<file path="src/rtl/mem_arb_pkg.sv">
// ----------------------------------------------------------------------------
// mem_arb_pkg
// Shared definitions for the instruction/data memory arbiter:
//   - owner_t       : which requester the outstanding read belongs to
//   - *_DEF         : default parameter values used by mem_arbiter
//   - word_in_range : true when a word address lies inside the shared memory
// No ports (package).
// ----------------------------------------------------------------------------
package mem_arb_pkg;

  localparam int ADDR_W_DEF     = 30;
  localparam int MEMSIZE_DEF    = 131072;
  localparam int STARVE_MAX_DEF = 4;

  typedef enum logic [1:0] {
    NONE = 2'd0,
    IRD  = 2'd1,
    DRD  = 2'd2
  } owner_t;

  // Memory size is given in bytes, addresses are word addresses.
  function automatic logic word_in_range(input logic [63:0] addr, input int memsize);
    return (addr < (64'(memsize) / 64'd4));
  endfunction

endpackage

</file>
<file path="src/rtl/arb_starve_cnt.sv">
// ----------------------------------------------------------------------------
// arb_starve_cnt
// Counts consecutive cycles in which the instruction port requests but is
// not granted. Saturates at STARVE_MAX; o_force is high while saturated.
// Ports:
//   clk     in  clock
//   reset   in  synchronous active-low reset
//   i_req   in  instruction request
//   i_gnt   in  instruction grant this cycle
//   o_force out count has reached STARVE_MAX
// ----------------------------------------------------------------------------
module arb_starve_cnt
  import mem_arb_pkg::*;
#(
  parameter int STARVE_MAX = STARVE_MAX_DEF
) (
  input  logic clk,
  input  logic reset,
  input  logic i_req,
  input  logic i_gnt,
  output logic o_force
);

  localparam int CNT_W = $clog2(STARVE_MAX + 1);
  localparam logic [CNT_W-1:0] CNT_MAX = CNT_W'(STARVE_MAX);

  logic [CNT_W-1:0] r_cnt;

  // Denied-request counter, cleared whenever the request drops or is served.
  always_ff @(posedge clk) begin
    if (!reset) begin
      r_cnt <= {CNT_W{1'b0}};
    end else if (!i_req || i_gnt) begin
      r_cnt <= {CNT_W{1'b0}};
    end else if (r_cnt != CNT_MAX) begin
      r_cnt <= r_cnt + CNT_W'(1);
    end else begin
      r_cnt <= r_cnt;
    end
  end

  assign o_force = (r_cnt == CNT_MAX);

endmodule

</file>
<file path="src/rtl/mem_arbiter.sv">
// ----------------------------------------------------------------------------
// mem_arbiter
// Arbitrates an instruction-fetch port and a data port onto one shared
// single-ported memory, one access per cycle. Data wins ties unless the
// instruction port has been denied STARVE_MAX cycles in a row.
// Ports:
//   clk, reset (sync, active low)
//   i_req/i_addr -> i_gnt, i_rvalid, i_rdata           instruction port
//   d_req/d_we/d_addr/d_wdata/d_wbyte -> d_gnt, d_rvalid, d_rdata  data port
//   m_read_ready/m_read_address, m_read_data (1-cycle latency)      memory read
//   m_write_ready/m_write_address/m_write_data/m_write_byte         memory write
//   err  sticky out-of-range access flag
// ----------------------------------------------------------------------------
module mem_arbiter
  import mem_arb_pkg::*;
#(
  parameter int ADDR_W     = ADDR_W_DEF,
  parameter int MEMSIZE    = MEMSIZE_DEF,
  parameter int STARVE_MAX = STARVE_MAX_DEF
) (
  input  logic              clk,
  input  logic              reset,
  input  logic              i_req,
  input  logic [ADDR_W-1:0] i_addr,
  output logic              i_gnt,
  output logic              i_rvalid,
  output logic [31:0]       i_rdata,
  input  logic              d_req,
  input  logic              d_we,
  input  logic [ADDR_W-1:0] d_addr,
  input  logic [31:0]       d_wdata,
  input  logic [3:0]        d_wbyte,
  output logic              d_gnt,
  output logic              d_rvalid,
  output logic [31:0]       d_rdata,
  output logic              m_read_ready,
  output logic [ADDR_W-1:0] m_read_address,
  output logic              m_write_ready,
  output logic [ADDR_W-1:0] m_write_address,
  output logic [31:0]       m_write_data,
  output logic [3:0]        m_write_byte,
  input  logic [31:0]       m_read_data,
  output logic              err
);

  logic              w_force;
  logic              w_i_gnt;
  logic              w_d_gnt;
  logic              w_rd;
  logic              w_wr;
  logic              w_in_range;
  logic [ADDR_W-1:0] w_addr;
  logic [31:0]       w_rd_data;
  owner_t            w_owner_nxt;

  owner_t            r_owner;
  logic              r_rd_oor;
  logic              r_err;
  logic [31:0]       r_i_hold;
  logic [31:0]       r_d_hold;

  arb_starve_cnt #(
    .STARVE_MAX (STARVE_MAX)
  ) u_starve (
    .clk     (clk),
    .reset   (reset),
    .i_req   (i_req),
    .i_gnt   (w_i_gnt),
    .o_force (w_force)
  );

  // Grant selection; nothing is granted while reset is held.
  always_comb begin
    w_i_gnt = 1'b0;
    w_d_gnt = 1'b0;
    if (reset) begin
      if (i_req && (!d_req || w_force)) begin
        w_i_gnt = 1'b1;
      end else if (d_req) begin
        w_d_gnt = 1'b1;
      end else begin
        w_i_gnt = 1'b0;
        w_d_gnt = 1'b0;
      end
    end else begin
      w_i_gnt = 1'b0;
      w_d_gnt = 1'b0;
    end
  end

  assign w_addr     = w_i_gnt ? i_addr : d_addr;
  assign w_rd       = w_i_gnt | (w_d_gnt & ~d_we);
  assign w_wr       = w_d_gnt & d_we;
  assign w_in_range = word_in_range(64'(w_addr), MEMSIZE);

  // Memory strobes; out-of-range grants are accepted but never reach memory.
  always_comb begin
    m_read_ready    = 1'b0;
    m_read_address  = {ADDR_W{1'b0}};
    m_write_ready   = 1'b0;
    m_write_address = {ADDR_W{1'b0}};
    m_write_data    = 32'h0000_0000;
    m_write_byte    = 4'b0000;
    if (w_rd && w_in_range) begin
      m_read_ready   = 1'b1;
      m_read_address = w_addr;
    end else if (w_wr && w_in_range) begin
      m_write_ready   = 1'b1;
      m_write_address = d_addr;
      m_write_data    = d_wdata;
      m_write_byte    = d_wbyte;
    end else begin
      m_read_ready  = 1'b0;
      m_write_ready = 1'b0;
    end
  end

  // Owner of the read issued this cycle, if any.
  always_comb begin
    if (w_i_gnt) begin
      w_owner_nxt = IRD;
    end else if (w_d_gnt && !d_we) begin
      w_owner_nxt = DRD;
    end else begin
      w_owner_nxt = NONE;
    end
  end

  // An out-of-range read still completes, but with zero data.
  assign w_rd_data = r_rd_oor ? 32'h0000_0000 : m_read_data;

  // Outstanding-read owner, error flag and per-port read data hold registers.
  always_ff @(posedge clk) begin
    if (!reset) begin
      r_owner  <= NONE;
      r_rd_oor <= 1'b0;
      r_err    <= 1'b0;
      r_i_hold <= 32'h0000_0000;
      r_d_hold <= 32'h0000_0000;
    end else begin
      r_owner  <= w_owner_nxt;
      r_rd_oor <= w_rd & ~w_in_range;
      r_err    <= r_err | ((w_i_gnt | w_d_gnt) & ~w_in_range);
      if (r_owner == IRD) begin
        r_i_hold <= w_rd_data;
      end else begin
        r_i_hold <= r_i_hold;
      end
      if (r_owner == DRD) begin
        r_d_hold <= w_rd_data;
      end else begin
        r_d_hold <= r_d_hold;
      end
    end
  end

  // Route returning read data to its owner; other port shows its last value.
  always_comb begin
    i_rvalid = 1'b0;
    d_rvalid = 1'b0;
    i_rdata  = 32'h0000_0000;
    d_rdata  = 32'h0000_0000;
    if (reset) begin
      i_rdata = r_i_hold;
      d_rdata = r_d_hold;
      case (r_owner)
        IRD: begin
          i_rvalid = 1'b1;
          i_rdata  = w_rd_data;
        end
        DRD: begin
          d_rvalid = 1'b1;
          d_rdata  = w_rd_data;
        end
        NONE: begin
          i_rvalid = 1'b0;
          d_rvalid = 1'b0;
        end
        default: begin
          i_rvalid = 1'b0;
          d_rvalid = 1'b0;
        end
      endcase
    end else begin
      i_rvalid = 1'b0;
      d_rvalid = 1'b0;
    end
  end

  assign i_gnt = w_i_gnt;
  assign d_gnt = w_d_gnt;
  assign err   = r_err;

endmodule
</file>
<file path="config.mk">
export PLATFORM = sky130hd
export DESIGN_NAME = mem_arbiter
export DESIGN_NICKNAME = d
export VERILOG_FILES = /design/src/rtl/mem_arb_pkg.sv /design/src/rtl/arb_starve_cnt.sv /design/src/rtl/mem_arbiter.sv
export SDC_FILE = /design/constraint.sdc
export NUM_CORES = 1
export LEC_CHECK = 0
export ABC_AREA = 1
export BUFFER_PORTS_ARGS = -buffer_cell sky130_fd_sc_hd__buf_2
export CORE_AREA = 5 5 113 115
export DETAILED_ROUTE_END_ITERATION = 8
export DIE_AREA = 0 0 118 120
export PLACE_DENSITY = 0.7
export SYNTH_ARGS = -nofsm -noshare
export SYNTH_HDL_FRONTEND = slang
export SYNTH_SLANG_ARGS = --single-unit
export TNS_END_PERCENT = 100
</file>
<file path="constraint.sdc">
create_clock -name clk -period 4.3 [get_ports clk]
set_input_delay 0.86 -clock clk [delete_from_list [all_inputs] [get_ports clk]]
set_output_delay 0.86 -clock clk [all_outputs]
set_load 0.01 [all_outputs]
</file>
=== Yosys cells after proc, flatten, opt, wreduce, memory -nomap -nowiden ===
Cells that the tools add are included.

* Register bits: 71
* Output and inout port bits: 167
* Word-level logic and storage cells: 61

* Add/sub/neg operators: 1
* Order comparisons: 1
* Eq/ne operators: 4
* Mux-type cells: 27
* Bitwise operators: 10
* Reductions and logical operators: 11

{| class="wikitable"
|+ Operators with widths
! operator !! number
|-
| 2-to-1 mux 32 bit || 7
|-
| 2-to-1 mux 30 bit || 4
|-
| less-than comparator 30 x 16 -> 1 bit (second input constant) || 1
|-
| 2-to-1 mux 1 bit || 13
|-
| 2-to-1 mux 4 bit || 2
|-
| AND 1 bit || 4
|-
| logical AND 1 bit || 4
|-
| OR reduction 2 bit || 2
|-
| adder 3 x 1 -> 3 bit (second input constant) || 1
|-
| == test 3 bit (second input constant) || 1
|-
| zero test 1 bit || 3
|-
| inequality test 3 bit (second input constant) || 1
|-
| NOT 1 bit || 3
|-
| bitwise OR 1 bit || 3
|-
| == test 2 x 1 -> 1 bit (second input constant) || 1
|-
| == test 2 bit (second input constant) || 1
|-
| logical OR 1 bit || 2
|-
| 2-to-1 mux 2 bit || 1
|}

=== Logic depth before layout (Yosys ltp) ===
Gate-level depths: netlist (run 1).

* Depth after elaboration: 10
* Mapped depth: 14

=== Hierarchy ===
Synthesis (run 1) repeated with hierarchy kept, for this count alone.

* Cells, all modules: 614
* Area total of the unflattened synthesis: 4101.4 um^2

{| class="wikitable"
|+ Modules (own cells, without submodules)
! module !! times used !! cells an instance !! area an instance (um^2) !! sequential area each (um^2)
|-
| mem_arbiter || 1 || 586 || 3920.0 || 1361.3
|-
| arb_starve_cnt || 1 || 28 || 181.4 || 60.1
|}

=== Least setup slack after synthesis (run 1) ===
No wires, ideal clock.

* Path type: input-to-output
* From: input port reset
* To: output port m_write_address[10]
* Arrival: 2132 ps
* Slack: 1308 ps
* Stages on the path: 9
* Cells stage by stage: buf_2 buf_2 nand4_1 nand2_1 nand3_1 nor2_4 nand3_4 buf_6 nor2_1

* Cells in the longest elaborated chain, start to end: 6

{| class="wikitable"
|+ RTL lines
! what !! RTL line !! source
|-
| from (decl) || mem_arbiter.sv:22 || <nowiki>input logic reset,</nowiki>
|-
| 2-to-1 mux 1 bit || mem_arbiter.sv:76 || <nowiki>if (reset) begin</nowiki>
|-
| 2-to-1 mux 30 bit || mem_arbiter.sv:91 || <nowiki>assign w_addr = w_i_gnt ? i_addr : d_addr;</nowiki>
|-
| less-than comparator 30 x 16 -> 1 bit || mem_arb_pkg.sv:23 || <nowiki>return (addr < (64'(memsize) / 64'd4));</nowiki>
|-
| logical AND 1 bit || mem_arbiter.sv:107 || <nowiki>end else if (w_wr && w_in_range) begin</nowiki>
|-
| 2-to-1 mux 30 bit || mem_arbiter.sv:107 ||
|-
| 2-to-1 mux 30 bit (*) || mem_arbiter.sv:104 || <nowiki>if (w_rd && w_in_range) begin</nowiki>
|-
| to (decl) || mem_arbiter.sv:39 || <nowiki>output logic [ADDR_W-1:0] m_write_address,</nowiki>
|}

Every way passes the cells marked *; elsewhere a longest branch is shown, timed or not.

=== Worst setup path after layout (run 1) ===
* From: input port reset
* To: output port m_write_data[30]

* Cells in the longest elaborated chain, start to end: 6

{| class="wikitable"
|+ RTL lines
! what !! RTL line !! source
|-
| 2-to-1 mux 1 bit || mem_arbiter.sv:76 ||
|-
| 2-to-1 mux 30 bit || mem_arbiter.sv:91 ||
|-
| less-than comparator 30 x 16 -> 1 bit || mem_arb_pkg.sv:23 ||
|-
| logical AND 1 bit || mem_arbiter.sv:107 ||
|-
| 2-to-1 mux 32 bit || mem_arbiter.sv:107 ||
|-
| 2-to-1 mux 32 bit (*) || mem_arbiter.sv:104 ||
|-
| to (decl) || mem_arbiter.sv:40 || <nowiki>output logic [31:0] m_write_data,</nowiki>
|}

Marked as above.

==> results of run 1 <==
final timing paths:
| path | from | to | slack (ns) |
|---|---|---|---|
| worst max-delay path | reset | m_write_data[30] | 0.41 |
| worst min-delay path | err | err | 0.47 |
| worst max register to register | u_starve.r_cnt[0] | err | 2.46 |
| worst min register to register | err | err | 0.47 |
worst max-delay path, cell delays in order:
cell,delay [ns]
buf_2,0.31
nand3_4,0.26
nand2_1,0.12
nand2_1,0.05
nor2_1,0.09
nand2_1,0.09
nor2_4,0.17
nand3_4,0.48
nor2_1,0.36
buf_2,0.19
Yosys cell counts (all sizes together):
cell type,n
a21oi,67
xnor2,1
conb,1
ha,2
nand4,14
nand2,62
inv,86
a21boi,1
dfxtp,71
buf,44
clkbuf,27
o21ai,81
nor2,140
nand3,6
cell type report:
class,count,share of cell area [%]
Clock buffer,12,4.68
Clock inverter,3,0.776
Inverter,86,5.89
Multi-Input combinational cell,404,34.2
Sequential cell,71,25.9
Tap cell,147,3.36
Timing Repair Buffer,273,25.1
sequential cells by signal, summed over array words and instances, names as in the netlist:
register and cells:
r_d_hold 32, r_i_hold 32, u_starve.r_cnt 3, r_owner 2
err 1, r_rd_oor 1
logic make-up after synthesis:
group                    after synthesis  synth area share [%]
adder cells (fa/ha/maj)                2                 0.632
AO/OA/AOI/OAI                        149                  18.9
buffers and inverters                157                  19.5
AND/OR/NAND/NOR                      222                  24.7
other                                  1                0.0948
flip-flops                            71                  35.9
XOR/XNOR                               1                 0.221
power breakdown:
part	internal, mW	total (mW)	switching [mW]
Sequential	0.691	0.699	0.00811
Clock	0.476	0.743	0.267
Combinational	0.102	0.270	0.168
layer usage:
metal	wire length (microns)	global-route usage (%)	vias to the layer above	part of all wire (%)
met2	6910	30.5	176	49
met5	13	0	-	0.091
met1	6010	23.6	1911	42
met3	1160	5.09	13	8.2
li1	-	-	2308	-
met4	143	5.16	2	1.0
stage by stage:
stage | setup WS [ns] | power [mW]
final | 0.409 | 1.71
after detailed placement | 0.447 | 0.981
after global placement | 0.458 | 0.979
after floorplan | 1.31 | 0.879
after global routing | 0.187 | 1.79
after CTS | 0.440 | 1.72
==> results.toml, run 1 <==
[outcome]
status = "complete, no violations"

[worst_setup_path]
crit_fanout = 52
setup.worst_path.start_class = "input port"
cp_data_required_time_ns = 3.44
r2r_cells = 13
critPathKind = "input port to primary output"
endpoint_kind = "primary output"
worst_ep_arrival_time_ns = 3.03

[detailed_routing]
dr.first_iter.drc_count = 353
detail_route.wl_per_cell_microns = 14.3
viasPerCell = 4.43
drc = 0
ant_nets = 0
dr.pass1.iters = 5
vias = 4410
wirelength_microns = 14200

[layout]
finalNetCount = 980
multiInputGateArea_sq_mm = 0.00188
final_cell_area_sq_mm = 0.00548
post-route-util_pct = 46.8
synthToLayoutAreaGrowth_pct = 38.5
antenna_cells = 0
final_cell_mix = "buf_2, nor2_1, inv_1"
fill_cells = 1230
drive_gt1_share_pct = 37.1
seq_area_sq_mm = 0.00142
final_common_cell = "buf_2"
stdcell_count = 996

[power]
p_leak_nw = 3.32
ir_drop_mv = 0.244
p_per_area_mw_per_mm2 = 313

[timing]
slew_headroom_pct = 32.6
finalCritPeriodShare_pct = 90.5
hold_viol = 0
rsz0062_at_grt = "no"
tightest_slew_ns = 1.01
setup_viol = 0
holdWs_ns = 0.470
fmax_ghz = 0.257
slew_violations = 0
fin_crit_ns = 3.89
tns_ns = 0
fin_skew_ns = 0.00636

[place]
gp_congestion = 0.911
post_dp_cell_area_sq_mm = 0.00518
dp_hpwl_microns = 11000
dpl.cell_count = 981
portBuffers = 269

[floorplan]
initial_utilization_pct = 33.8
die_y_microns = 120
ios = 300
die_x_microns = 118
core_area_sq_mm = 0.0117
die_area_sq_mm = 0.0142
num_rows = 40

[yosys]
ys_seq_area_share_pct = 35.9
yosys_register_bits = 71
synth_top_area_cell = "dfxtp_1"
syn_area_per_cell_sq_um = 6.56
synth_cells = 603
synth_top_area_share_pct = 35.9
ys_types = 25
netlist_area_sq_mm = 0.00396
netlist_top_cells_area = "dfxtp_1, nor2_1, o21ai_0"
yosys_warnings = 0

[grt]
grt_usage_pct = 18.5
grt_first_pass_wirelength_microns = 21600
grt_pass1_vias = 4041
grt_overflow = 0
grt_max_degree = 65
antenna_found_initial = 1

[clock_network]
htreeDepth = 3
clock_sinks = 71
clk_latency_ns = 0.33
clockBufferDepth = 2
cts.clk_slew.worst_paths_ns = 0.05
cts_resized = 0
post-cts-setup-buffer-count = 0
cts_tree = "built"
cts_made_buffers = 9
cts-root-buf = "clkbuf_16"
cts_hold_buf = 0

[worst_hold_path]
hold_path_class = "flip-flop to flip-flop"
min_path_cells = 2

[job]
maxCapViolations = 0
(Power assumes the default switching activity.)
==> inputs of run 2 (changes only) <==
- BUFFER_PORTS_ARGS: -buffer_cell sky130_fd_sc_hd__buf_2 -> -buffer_cell sky130_fd_sc_hd__buf_4
- CORE_AREA: 5 5 113 115 -> 5 5 112 114
- DIE_AREA: 0 0 118 120 -> 0 0 117 119
- PLACE_DENSITY: 0.7 -> 0.73
- SYNTH_HIERARCHICAL: default -> 1
==> run 2 against run 1 <==
Non-clock buffer count increased by 1. Global-route usage increased by 1.0 points. Via count increased by 2.3%. Clock skew decreased by 0.0035 ns. Largest power group unchanged. Highest routed layer is now met4.
==> results.toml, run 2 <==
[outcome]
status = "complete, no violations"

[timing]
slew_violations = 0
tightest_slew_ns = 1.06
hold_viol = 0
fmax_ghz = 0.273
fin_crit_ns = 3.67
finalCritPeriodShare_pct = 85.3
setup_slack_ns = 0.634
tns_ns = 0
slew_headroom_pct = 29.1
rsz0062_at_grt = "no"
fin_skew_ns = 0.00290
setup_viol = 0
holdWs_ns = 0.470

[worst_setup_path]
rr_endpoint = "u_starve/r_cnt[2]"
critPathKind = "flip-flop to primary output"
crit_fanout = 39
endpoint_kind = "primary output"
rrSetupSlack_ns = 2.07
cp_data_required_time_ns = 3.44
r2r_cells = 11
rr_startpoint = "u_starve/r_cnt[0]"
setup.worst_path.start_class = "flip-flop"
worst_ep_arrival_time_ns = 2.81

[layout]
final_cell_area_sq_mm = 0.00635
finalNetCount = 992
synthToLayoutAreaGrowth_pct = 54.7
final_common_cell = "buf_4"
largestRegisters = "r_d_hold: 32 flops, r_i_hold: 32 flops, u_starve/r_cnt: 3 flops"
antenna_cells = 0
final_cell_mix = "buf_4, nor2_1, inv_1"
post-route-util_pct = 56.1
stdcell_count = 1005
drive_gt1_share_pct = 40.6

[floorplan]
ios = 300
die_y_microns = 119
die_area_sq_mm = 0.0139
core_area_sq_mm = 0.0113
die_x_microns = 117
num_rows = 39
initial_utilization_pct = 36.2

[yosys]
synth_top_area_share_pct = 34.7
yosys_warnings = 6
synth_compound_area_share_pct = 17.9
ys_seq_area_share_pct = 34.7
synth_top_area_cell = "dfxtp_1"
syn_area_per_cell_sq_um = 6.68
synth_mux_area_share_pct = 0
netlist_area_sq_mm = 0.00410
yosys_register_bits = 71
ys_types = 21
synthAdderAreaFrac_pct = 0.610
synth_flop_cell = "dfxtp_1"
ys_top_cells_by_count = "nor2_1, inv_1, o21ai_0"
async_flop_share_pct = 0
synth_cells = 614
synth_top_family_by_area = "simple AND/OR/NAND/NOR gates"
synth_edf_count = 0
yosysMostFrequentCell = "nor2_1"
synth_xor_area_share_pct = 0
yosys.area_share.simple_pct = 27.2
netlist_top_cells_area = "dfxtp_1, o21ai_0, nor2_1"

[worst_hold_path]
hold_path_class = "flip-flop to flip-flop"
hold_start = "err"
hold_end = "err"
min_path_cells = 2

[power]
pwr-share-comb_pct = 17.4
p_leak_nw = 3.48
ir_drop_mv = 0.296
internal-power_mw = 1.41
swShare_pct = 24.6
p_seq_share_pct = 37.3
power.share.clock_pct = 45.3
p_per_area_mw_per_mm2 = 295
p_sw_mw = 0.460
power.total_mw = 1.87

[place]
dpl.cell_count = 989
gp_congestion = 0.883
post_dp_cell_area_sq_mm = 0.00600
dp_slack_ns = 0.660
portBuffers = 269
dp_hpwl_microns = 11300

[detailed_routing]
ant_nets = 0
dr.first_iter.drc_count = 217
viasPerCell = 4.49
vias = 4510
wirelength_microns = 14500
dr.pass1.iters = 4
detail_route.wl_per_cell_microns = 14.4
drc = 0

[clock_network]
post-cts-setup-buffer-count = 0
cts_hold_buf = 0
clock_sinks = 71
cts_resized = 0
cts_tree = "built"
cts-root-buf = "clkbuf_16"
cts_made_buffers = 9
htreeDepth = 3
cts.clk_slew.worst_paths_ns = 0.06
clk_latency_ns = 0.32
clockBufferDepth = 2

[grt]
grt_first_pass_wirelength_microns = 21500
grt_pass1_vias = 4233
grt_usage_pct = 19.5
grt_overflow = 0
antenna_found_initial = 0
grt_max_degree = 65

[job]
maxCapViolations = 0
## run 2: cell types whose count changed after synthesis, sizes merged, moves of 2 or more
cell,previous run,this run
nand2,62,64
inv,86,91
a21oi,67,64
nor2,140,147
## run 2: layout make-up
type | instances | area, sq um
clock inverters | 7 | 121
repair buffers | 274 | 2070
fillers | 1119 | 4970
multi-input cells | 410 | 1990
inverters | 91 | 342
well taps | 143 | 179
clock buffers | 9 | 225
flip-flops and latches | 71 | 1420
## run 2: worst max path at each step
stage,start,end,cells past startpoint,slack [ns]
after floorplan,i_req,m_write_address[10],11,1.35
after global placement,reset,m_write_data[31],11,0.71
after detailed placement,reset,m_write_byte[3],11,0.66
after CTS,u_starve/r_cnt[0],m_write_byte[3],16,0.60
after global routing,u_starve/r_cnt[0],m_read_address[3],13,0.27
final,u_starve/r_cnt[0],m_write_byte[3],16,0.63
## run 2: routing by layer
metal	global-route usage, %	vias up	routed length (microns)
met2	35.9	177	7670
met4	6.59	0	339
met5	0	-	0
li1	-	2336	-
met1	19.7	1972	4990
met3	7.66	25	1490
## run 2: worst max-delay path, stage by stage (launching register included)
cell and delay, ns:
dfxtp_1 0.32, inv_1 0.08, ha_1 0.20, nand2_2 0.09, inv_1 0.06, inv_1 0.05
nand2_4 0.16, nand3_4 0.22, nand2_1 0.12, nand2_1 0.06, nor2_1 0.11, nand2_1 0.09
nor2_4 0.16, nand3_4 0.22, buf_12 0.27, nor2_1 0.11, buf_4 0.13
## run 2: logic make-up after synthesis
| family | Yosys count |
|---|---|
| buffers and inverters | 162 |
| AOI/OAI and AO/OA | 146 |
| other | 1 |
| and+or+nand+nor | 232 |
| adders and majority gates | 2 |
| DFF | 71 |
## run 2: power by group through the flow
stage / Sequential [mW] / Clock [mW] / Combinational (mW)
after floorplan: 0.711 / 0 / 0.175
after global placement: 0.711 / 0 / 0.323
after detailed placement: 0.712 / 0 / 0.326
after CTS: 0.698 / 0.866 / 0.327
after global routing: 0.701 / 0.899 / 0.360
final: 0.698 / 0.847 / 0.325
==> inputs of run 3 (changes only) <==
- MAX_ROUTING_LAYER: default -> met4
==> run 3 against run 2 <==
Hold slack barely moved. Count of clock-buffer cells in the layout stayed put. Final cell count stayed put. Sequential power is essentially flat. Clock skew fell by 0.00085 ns. Final area unchanged. Sequential share of layout area unchanged. Register-to-register slack is essentially flat. Die area unchanged. Clock power is essentially flat. Power barely moved. Via count is 0.11% higher. Largest power group unchanged.
==> results.toml, run 3 (synthesized netlist as in run 2, its figures left out) <==
[outcome]
status = "complete, no violations"

[clock_network]
cts_resized = 0
htreeDepth = 3
cts.clk_slew.worst_paths_ns = 0.06
clk_latency_ns = 0.32
post-cts-setup-buffer-count = 0
cts_hold_buf = 0
cts_tree = "built"
cts_made_buffers = 9
cts-root-buf = "clkbuf_16"
clockBufferDepth = 2
clock_sinks = 71

[grt]
gr-max-usage-layer = "met2"
grt_first_pass_wirelength_microns = 21500
met2_usage_pct = 35.8
met1_usage_pct = 20.9
grt_usage_pct = 20.1
grt_max_degree = 65
antenna_found_initial = 0
grt_overflow = 0
grt_pass1_vias = 4236
met3_usage_pct = 5.73

[detailed_routing]
wirelength_microns = 14500
viasPerCell = 4.49
dr.first_iter.drc_count = 189
detail_route.wl_per_cell_microns = 14.4
ant_nets = 0
vias = 4515
dr.pass1.iters = 4
drc = 0

[floorplan]
die_y_microns = 119
ios = 300
initial_utilization_pct = 36.2
core_area_sq_mm = 0.0113
die_area_sq_mm = 0.0139
num_rows = 39
die_x_microns = 117

[place]
portBuffers = 269
dp_hpwl_microns = 11300
gp_congestion = 0.898
dpl.cell_count = 989
dp_slack_ns = 0.660

[worst_hold_path]
hold_path_class = "flip-flop to flip-flop"
hold_start = "err"
hold_end = "err"
min_path_cells = 2

[timing]
rsz0062_at_grt = "no"
fmax_ghz = 0.273
hold_viol = 0
setup_slack_ns = 0.638
tns_ns = 0
slew_violations = 0
fin_crit_ns = 3.66
tightest_slew_ns = 1.05
finalCritPeriodShare_pct = 85.2
holdWs_ns = 0.471
slew_headroom_pct = 30.1
fin_skew_ns = 0.00205
setup_viol = 0

[worst_setup_path]
startpoint = "u_starve/r_cnt[0]"
rr_endpoint = "u_starve/r_cnt[2]"
critPathKind = "flip-flop to primary output"
crit_fanout = 39
worst_ep_arrival_time_ns = 2.80
setup.worst_path.start_class = "flip-flop"
endpoint_kind = "primary output"
rrSetupSlack_ns = 2.08
cp_data_required_time_ns = 3.44
r2r_cells = 11
rr_startpoint = "u_starve/r_cnt[0]"

[layout]
antenna_cells = 0
final_cell_mix = "buf_4, nor2_1, inv_1"
synthToLayoutAreaGrowth_pct = 54.7
drive_gt1_share_pct = 40.6
fill_cells = 1119
final_common_cell = "buf_4"
finalNetCount = 992
largestRegisters = "r_d_hold: 32 flops, r_i_hold: 32 flops, u_starve/r_cnt: 3 flops"
stdcell_count = 1005

[power]
power.total_mw = 1.87
p_leak_nw = 3.48
p_per_area_mw_per_mm2 = 295
ir_drop_mv = 0.297

[job]
maxCapViolations = 0
-- run 3: how the worst max path moves through the flow --
| stage | endpoint | slack, ns | depth (start not counted) |
|---|---|---|---|
| global route | m_read_address[3] | 0.27 | 13 |
| floorplan | m_write_address[10] | 1.35 | 11 |
| global placement | m_write_data[31] | 0.71 | 11 |
| CTS | m_write_byte[3] | 0.60 | 16 |
| detailed placement | m_write_byte[3] | 0.66 | 11 |
| finish | m_write_byte[3] | 0.64 | 16 |
-- run 3: area by class of cell --
type	count	area, sq um	area share, %
Sequential cell	71	1420	22.4
Inverter	91	342	5.38
Clock buffer	9	225	3.55
Multi-Input combinational cell	410	1990	31.3
Timing Repair Buffer	274	2070	32.6
Clock inverter	7	121	1.91
Tap cell	143	179	2.82
-- run 3: metal layers --
layer	part of all wire [%]	wire, microns	vias up
met5	0	0	-
li1	-	-	2335
met1	36	5240	1977
met4	2.3	338	0
met3	8.5	1230	24
met2	53	7670	179
-- run 3: worst max-delay path, cell delays in order, from the launching register on --
cell and delay [ns]:
dfxtp_1 0.32, inv_1 0.08, ha_1 0.20, nand2_2 0.09
inv_1 0.06, inv_1 0.05, nand2_4 0.16, nand3_4 0.22
nand2_1 0.12, nand2_1 0.06, nor2_1 0.11, nand2_1 0.09
nor2_4 0.16, nand3_4 0.22, buf_12 0.27, nor2_1 0.11
buf_4 0.13
-- run 3: metrics by stage --
step	cell area, sq um	utilization, %
3_5_place_dp	6000	53.0
5_1_grt	6350	56.1
4_1_cts	6350	56.1
2_1_floorplan	4210	-
3_3_place_gp	6000	53.0
6_report	6350	56.1
-- run 3: power by group --
part           switching [mW]  internal, mW  leakage (nW)  total [mW]
Combinational           0.172         0.152          2.73       0.325
Clock                   0.279         0.568         0.170       0.847
Sequential            0.00748         0.691         0.580       0.698
Total                   0.459          1.41          3.48        1.87
